File: config.mk
export PLATFORM = sky130hd
export DESIGN_NAME = lfsr_arb
export DESIGN_NICKNAME = d
export VERILOG_FILES = /design/src/rtl/lfsr_arb.sv
export SDC_FILE = /design/constraint.sdc
export NUM_CORES = 1
export LEC_CHECK = 0
export CORE_AREA = 8 8 61 63
export CTS_CLUSTER_SIZE = 8
export DETAILED_ROUTE_END_ITERATION = 10
export DIE_AREA = 0 0 69 71
export GPL_TIMING_DRIVEN = 0
export PLACE_DENSITY = 0.68
export REMOVE_ABC_BUFFERS = 1
export SYNTH_ARGS = -nofsm -noshare
export SYNTH_HDL_FRONTEND = slang
export SYNTH_SLANG_ARGS = --single-unit
File: constraint.sdc
create_clock -name clk -period 3.2 [get_ports clk]
set_input_delay 0.48 -clock clk [delete_from_list [all_inputs] [get_ports clk]]
set_output_delay 0.48 -clock clk [all_outputs]
set_load 0.02 [all_outputs]
File: src/rtl/lfsr_arb.sv
// lfsr_arb -- shares one Fibonacci LFSR between two requesters.
//
// Each granted draw advances the LFSR DRAW steps and returns the final value as
// a fresh random word. Round-robin arbitration picks the winner when both
// requesters are up. A seed can be loaded while idle; a zero seed is replaced by
// RESET_SEED and flagged, because an all-zero LFSR would never leave zero.
//
// Ports:
//   clk        rising-edge clock
//   rst        asynchronous reset, active-low
//   seed_load  load seed (honoured in IDLE only, wins over req)
//   seed       seed value
//   req        level requests; hold until gnt is seen, then drop
//   gnt        one-hot grant, high only together with rnd_valid
//   rnd_valid  one-cycle pulse, rnd is valid for the gnt owner
//   rnd        random word, held until the next completed draw
//   busy       high while a draw is in progress (STEP and DONE)
//   seed_err   one-cycle pulse: zero seed replaced by RESET_SEED
module lfsr_arb #(
  parameter int               WIDTH      = 4,
  parameter logic [WIDTH-1:0] TAPS       = 4'b1100,
  parameter logic [WIDTH-1:0] RESET_SEED = 4'b0001,
  parameter int               DRAW       = 4
) (
  input  logic             clk,
  input  logic             rst,
  input  logic             seed_load,
  input  logic [WIDTH-1:0] seed,
  input  logic [1:0]       req,
  output logic [1:0]       gnt,
  output logic             rnd_valid,
  output logic [WIDTH-1:0] rnd,
  output logic             busy,
  output logic             seed_err
);

  localparam int CW = (DRAW > 1) ? $clog2(DRAW) : 1;

  typedef enum logic [1:0] {
    S_IDLE = 2'd0,
    S_STEP = 2'd1,
    S_DONE = 2'd2
  } state_t;

  state_t           state_q, state_d;
  logic [WIDTH-1:0] lfsr_q, lfsr_d;
  logic [CW-1:0]    cnt_q, cnt_d;
  logic             id_q, id_d;
  logic             last_q, last_d;
  logic [1:0]       gnt_q, gnt_d;
  logic             rnd_valid_q, rnd_valid_d;
  logic [WIDTH-1:0] rnd_q, rnd_d;
  logic             busy_q, busy_d;
  logic             seed_err_q, seed_err_d;
  logic [WIDTH-1:0] lfsr_next_s;

  // One LFSR step; an all-zero register is recovered to RESET_SEED instead.
  function automatic logic [WIDTH-1:0] lfsr_step(input logic [WIDTH-1:0] v);
    if (v == '0) begin
      return RESET_SEED;
    end else begin
      return {v[WIDTH-2:0], ^(v & TAPS)};
    end
  endfunction

  // Stepped LFSR value, used only in STEP.
  always_comb begin
    lfsr_next_s = lfsr_step(lfsr_q);
  end

  // Next-state and registered-output logic.
  always_comb begin
    state_d     = state_q;
    lfsr_d      = lfsr_q;
    cnt_d       = cnt_q;
    id_d        = id_q;
    last_d      = last_q;
    gnt_d       = gnt_q;
    rnd_valid_d = rnd_valid_q;
    rnd_d       = rnd_q;
    seed_err_d  = 1'b0;
    case (state_q)
      S_IDLE: begin
        gnt_d       = 2'b00;
        rnd_valid_d = 1'b0;
        if (seed_load) begin
          // A pending req simply waits one cycle behind the load.
          if (seed == '0) begin
            lfsr_d     = RESET_SEED;
            seed_err_d = 1'b1;
          end else begin
            lfsr_d     = seed;
            seed_err_d = 1'b0;
          end
        end else if (req != 2'b00) begin
          // On a tie the requester that did not win last time goes next.
          if (req == 2'b11) begin
            id_d = ~last_q;
          end else begin
            id_d = req[1];
          end
          cnt_d   = CW'(DRAW - 1);
          state_d = S_STEP;
        end else begin
          state_d = S_IDLE;
        end
      end
      S_STEP: begin
        lfsr_d = lfsr_next_s;
        if (cnt_q != '0) begin
          cnt_d = cnt_q - 1'b1;
        end else if (req[id_q]) begin
          rnd_d       = lfsr_next_s;
          rnd_valid_d = 1'b1;
          gnt_d       = id_q ? 2'b10 : 2'b01;
          last_d      = id_q;
          state_d     = S_DONE;
        end else begin
          // Requester walked away: no pulse, but the LFSR keeps its advance.
          state_d = S_IDLE;
        end
      end
      S_DONE: begin
        gnt_d       = 2'b00;
        rnd_valid_d = 1'b0;
        state_d     = S_IDLE;
      end
      default: begin
        gnt_d       = 2'b00;
        rnd_valid_d = 1'b0;
        state_d     = S_IDLE;
      end
    endcase
    busy_d = (state_d != S_IDLE);
  end

  // State and output registers.
  always_ff @(posedge clk or negedge rst) begin
    if (!rst) begin
      state_q     <= S_IDLE;
      lfsr_q      <= RESET_SEED;
      cnt_q       <= '0;
      id_q        <= 1'b0;
      last_q      <= 1'b1;
      gnt_q       <= 2'b00;
      rnd_valid_q <= 1'b0;
      rnd_q       <= '0;
      busy_q      <= 1'b0;
      seed_err_q  <= 1'b0;
    end else begin
      state_q     <= state_d;
      lfsr_q      <= lfsr_d;
      cnt_q       <= cnt_d;
      id_q        <= id_d;
      last_q      <= last_d;
      gnt_q       <= gnt_d;
      rnd_valid_q <= rnd_valid_d;
      rnd_q       <= rnd_d;
      busy_q      <= busy_d;
      seed_err_q  <= seed_err_d;
    end
  end

  assign gnt       = gnt_q;
  assign rnd_valid = rnd_valid_q;
  assign rnd       = rnd_q;
  assign busy      = busy_q;
  assign seed_err  = seed_err_q;

endmodule

==> flow_results.org <==
** Timing
- Setup TNS :: 0 ns
- Final hold violations :: 0
- Worst clock skew on the final layout :: ~0.005 ns
- Count of final max-slew check failures :: 0
- Peak Freq :: between 500 and 600 MHz
- Clock period minus final worst setup slack :: between 1.5 and 2 ns
- Worst slew margin relative to its limit :: 44.6%
- Tcrit/Tclk final :: between 50 and 60%
- Setup repair after global routing left no endpoint under its margin.
- At the pin with the least slew margin, the transition time is slightly above 0.8 ns.
- Setup violations, final :: 0

** Route
- Routed length per placed instance :: between 10 and 15 microns
- In this run the remaining antenna-violating nets after routing total 0.
- For this block, the via count after detailed routing is between 600 and 700.
- The routed design has 1.79 mm of wire.
- Vias/cell :: 5.13
- For this run, design rule violations remaining after detail routing come to 0.
- The detailed router finished its first iteration with 7 violations.
- Count of TritonRoute iterations in the first routing pass :: 4

** CTS
- Cts bufs inserted :: 3
- Maximum clock path buffer count :: 2
- After clock tree synthesis, the clock-pin slew on the worst setup and hold paths is ~0.1 ns.
- H-Tree Level Count :: 1
- The root buffer cell chosen for the clock tree is clkbuf_4.
- Post-CTS Hold Fix Bufs :: 0
- Clock latency on the worst-skew pair, taken at its later pin, is 0.29 ns.
- Sinks on the clock net :: 19
- In this run, post-CTS repair resized a total of 0 instances.
- The number of setup buffers added after CTS is 0.
- TritonCTS built the clock tree.

** GRT
- The initial antenna violation count was 0.
- Pin count of the biggest net entering global routing :: 20
- Global-route wire length before repair :: around 3.3 mm
- The via count of the first global-routing pass came to between 700 and 800.
- Total global routing overflow :: 0
- Global-route usage over all layers :: about 8.0%

** Floorplan
- For this design the top-level I/O count stands at 18.
- The floorplan step set the die height to between 70 and 80 microns.
- The floorplan has 20 rows.
- Core footprint :: 2850 sq um
- Horizontal die dimension :: a little under 70 microns
- The floorplan step defined a die boundary enclosing 4900 sq um.
- Starting density of the core :: around 32%

** Setup path
- The worst register-to-register path ends at rnd[1]$_DFFE_PN0P_.
- The worst setup path is captured at a flip-flop.
- The most critical setup path has its endpoint at busy$_DFF_PN0_.
- In this run the worst path has a maximum fanout of 8.
- FF-to-FF Start :: cnt_q[0]$_DFFE_PN0P_
- Count of buffering cells on the critical path with inverters included :: 1
- In this run the worst setup path begins at req[1].
- In this design, the stage delay of the slowest critical-path cell is 0.50 ns.
- Measured in cells, the most critical reg-to-reg path has a length of 4.
- On the critical path the largest part of the delay comes from simple AND/OR/NAND/NOR gates.
- Crit. path cell count :: 4
- Ordered list of cells on the worst path :: clkdlybuf4s50_1 -> mux2_1 -> and3_1 -> or3_1
- At the worst endpoint, the required time is between 3 and 4 ns.
- Internal reg-to-reg setup slack :: 1.52 ns
- CP Class :: primary input to flip-flop
- Master of the slowest instance on the critical path :: clkdlybuf4s50_1
- At the worst endpoint, the arrival time is ~2 ns.
- STA classifies the critical path startpoint as a primary input.

** Yosys
- Top_reg_cell synth :: dfrtp_1
- The mapped netlist covers 921 sq um.
- After synthesis, flip-flops and latches occupy between 50% and 60% of the total area.
- Share of synthesized registers carrying an async set or reset :: between 90% and 100%
- During synthesis, Yosys emitted a total of 0 warnings.
- Number of flip-flops and latches in the synthesized netlist :: 19
- The synthesized design contains 0 enable-type register cells.
- The cell count after synthesis came out at between 80 and 90.
- Average size of a mapped cell :: approximately 11 sq um
- Unique cell type count in the Yosys netlist :: 34

** Run
- Max-cap violations :: 0

** Finish
- The repair_antennas step left the layout with diodes totalling 0.
- The area growth from synthesis to layout is 22.4%.
- Fraction of final layout cells with drive strength greater than 1 :: a little over an eighth
- Nets :: around 110

** Placement
- Final weighted congestion in routability-driven placement :: 0.860
- Port buffer count :: 17
- Detailed placement finished with a half-perimeter wire length of 1.35 mm.

** Pwr
- For this design the ratio of total power to cell area is roughly 930 nW/um^2.
- IR analysis of the VDD net gives a maximum drop of approximately 0.32 mV.
- The design draws 0.00105 W.
- Summed over all cells, the static leakage comes to between 0.5 and 0.6 nW.

** Run status
- The run finished with clean final reports.

** Min path
- The min-delay analysis places its worst path in the category flip-flop to flip-flop.
[worst min-delay path by stage]
stage,to,slack (ns),cells past startpoint,from
after floorplan,busy$_DFF_PN0_,0.18,0,rst
after global placement,rnd_valid$_DFFE_PN0P_,0.48,1,rnd_valid$_DFFE_PN0P_
after detailed placement,rnd_valid$_DFFE_PN0P_,0.48,1,rnd_valid$_DFFE_PN0P_
after CTS,rnd_valid$_DFFE_PN0P_,0.51,1,rnd_valid$_DFFE_PN0P_
after global routing,rnd_valid$_DFFE_PN0P_,0.53,1,rnd_valid$_DFFE_PN0P_
final,rnd_valid$_DFFE_PN0P_,0.50,1,rnd_valid$_DFFE_PN0P_
[power breakdown]
group | total (W) | switching, W | internal (W)
clock | 0.000120 | 0.0000714 | 0.0000485
combinational | 0.000486 | 0.000229 | 0.000257
sequential | 0.000440 | 0.0000865 | 0.000353
total | 0.00105 | 0.000387 | 0.000659
[routing by layer]
layer	vias to the layer above	global-route usage, %	wire [microns]
li1	339	-	-
met1	340	8.69	781
met2	10	13.6	906
met3	4	1.26	45
met4	0	6.15	53
met5	-	0	0
[synthesized netlist by cell type (all sizes together), types with 3 or more instances]
| cell type | n | share of area (%) |
|---|---|---|
| a21oi | 5 | 2.7 |
| a22oi | 3 | 2.4 |
| nor2 | 6 | 2.4 |
| mux2 | 5 | 6.1 |
| nand2 | 4 | 1.6 |
| dfrtp | 17 | 46 |
| nor3 | 4 | 2.2 |
| inv | 7 | 2.9 |
| buf | 4 | 3.4 |
[flip-flops by register name, summed over array words and instances, names as in the netlist]
register	count
busy	1
id_q	1
cnt_q	2
lfsr_q	4
gnt	2
rnd_valid	1
last_q	1
rnd	4
state_q	2
seed_err	1
[cell type report]
cell class	instances	area, sq um
fillers	295	1730
flip-flops and latches	19	478
multi-input cells	55	385
repair buffers	17	170
well taps	33	41.3
clock buffers	4	26.3
inverters	7	26.3
[cells by family after synthesis]
logic type,Yosys count,share of synthesized area [%]
AOI/OAI and AO/OA,22,17.0
adders and majority gates,2,2.72
buffers and inverters,11,6.25
DFF,19,51.9
muxes,7,8.29
and+or+nand+nor,24,13.9
[metrics by stage]
stage	cells	cell area (sq um)	hold slack [ns]	setup slack, ns	util (%)
global placement	131	1100	0.483	1.08	38.6
global route	135	1130	0.529	1.32	39.5
CTS	135	1130	0.509	1.39	39.5
floorplan	81	890	0.184	1.69	-
detailed placement	131	1100	0.479	1.07	38.6
finish	135	1130	0.502	1.39	39.5
[layout by cell type (no fill, tap or decap), types with 2 or more instances in the layout]
master and n:
a21oi_1 5, a22oi_1 3, a2bb2oi_1 2, clkbuf_4 3
clkdlybuf4s50_1 17, dfrtp_1 17, dfstp_2 2, ha_1 2
inv_1 7, mux2_2 4, mux2i_1 2, nand2_1 4
nand2b_1 2, nor2_1 6, nor2b_1 2, nor3_1 4
o21bai_1 2, o22ai_1 2
No activity file was read; power rests on OpenSTA's default activity.
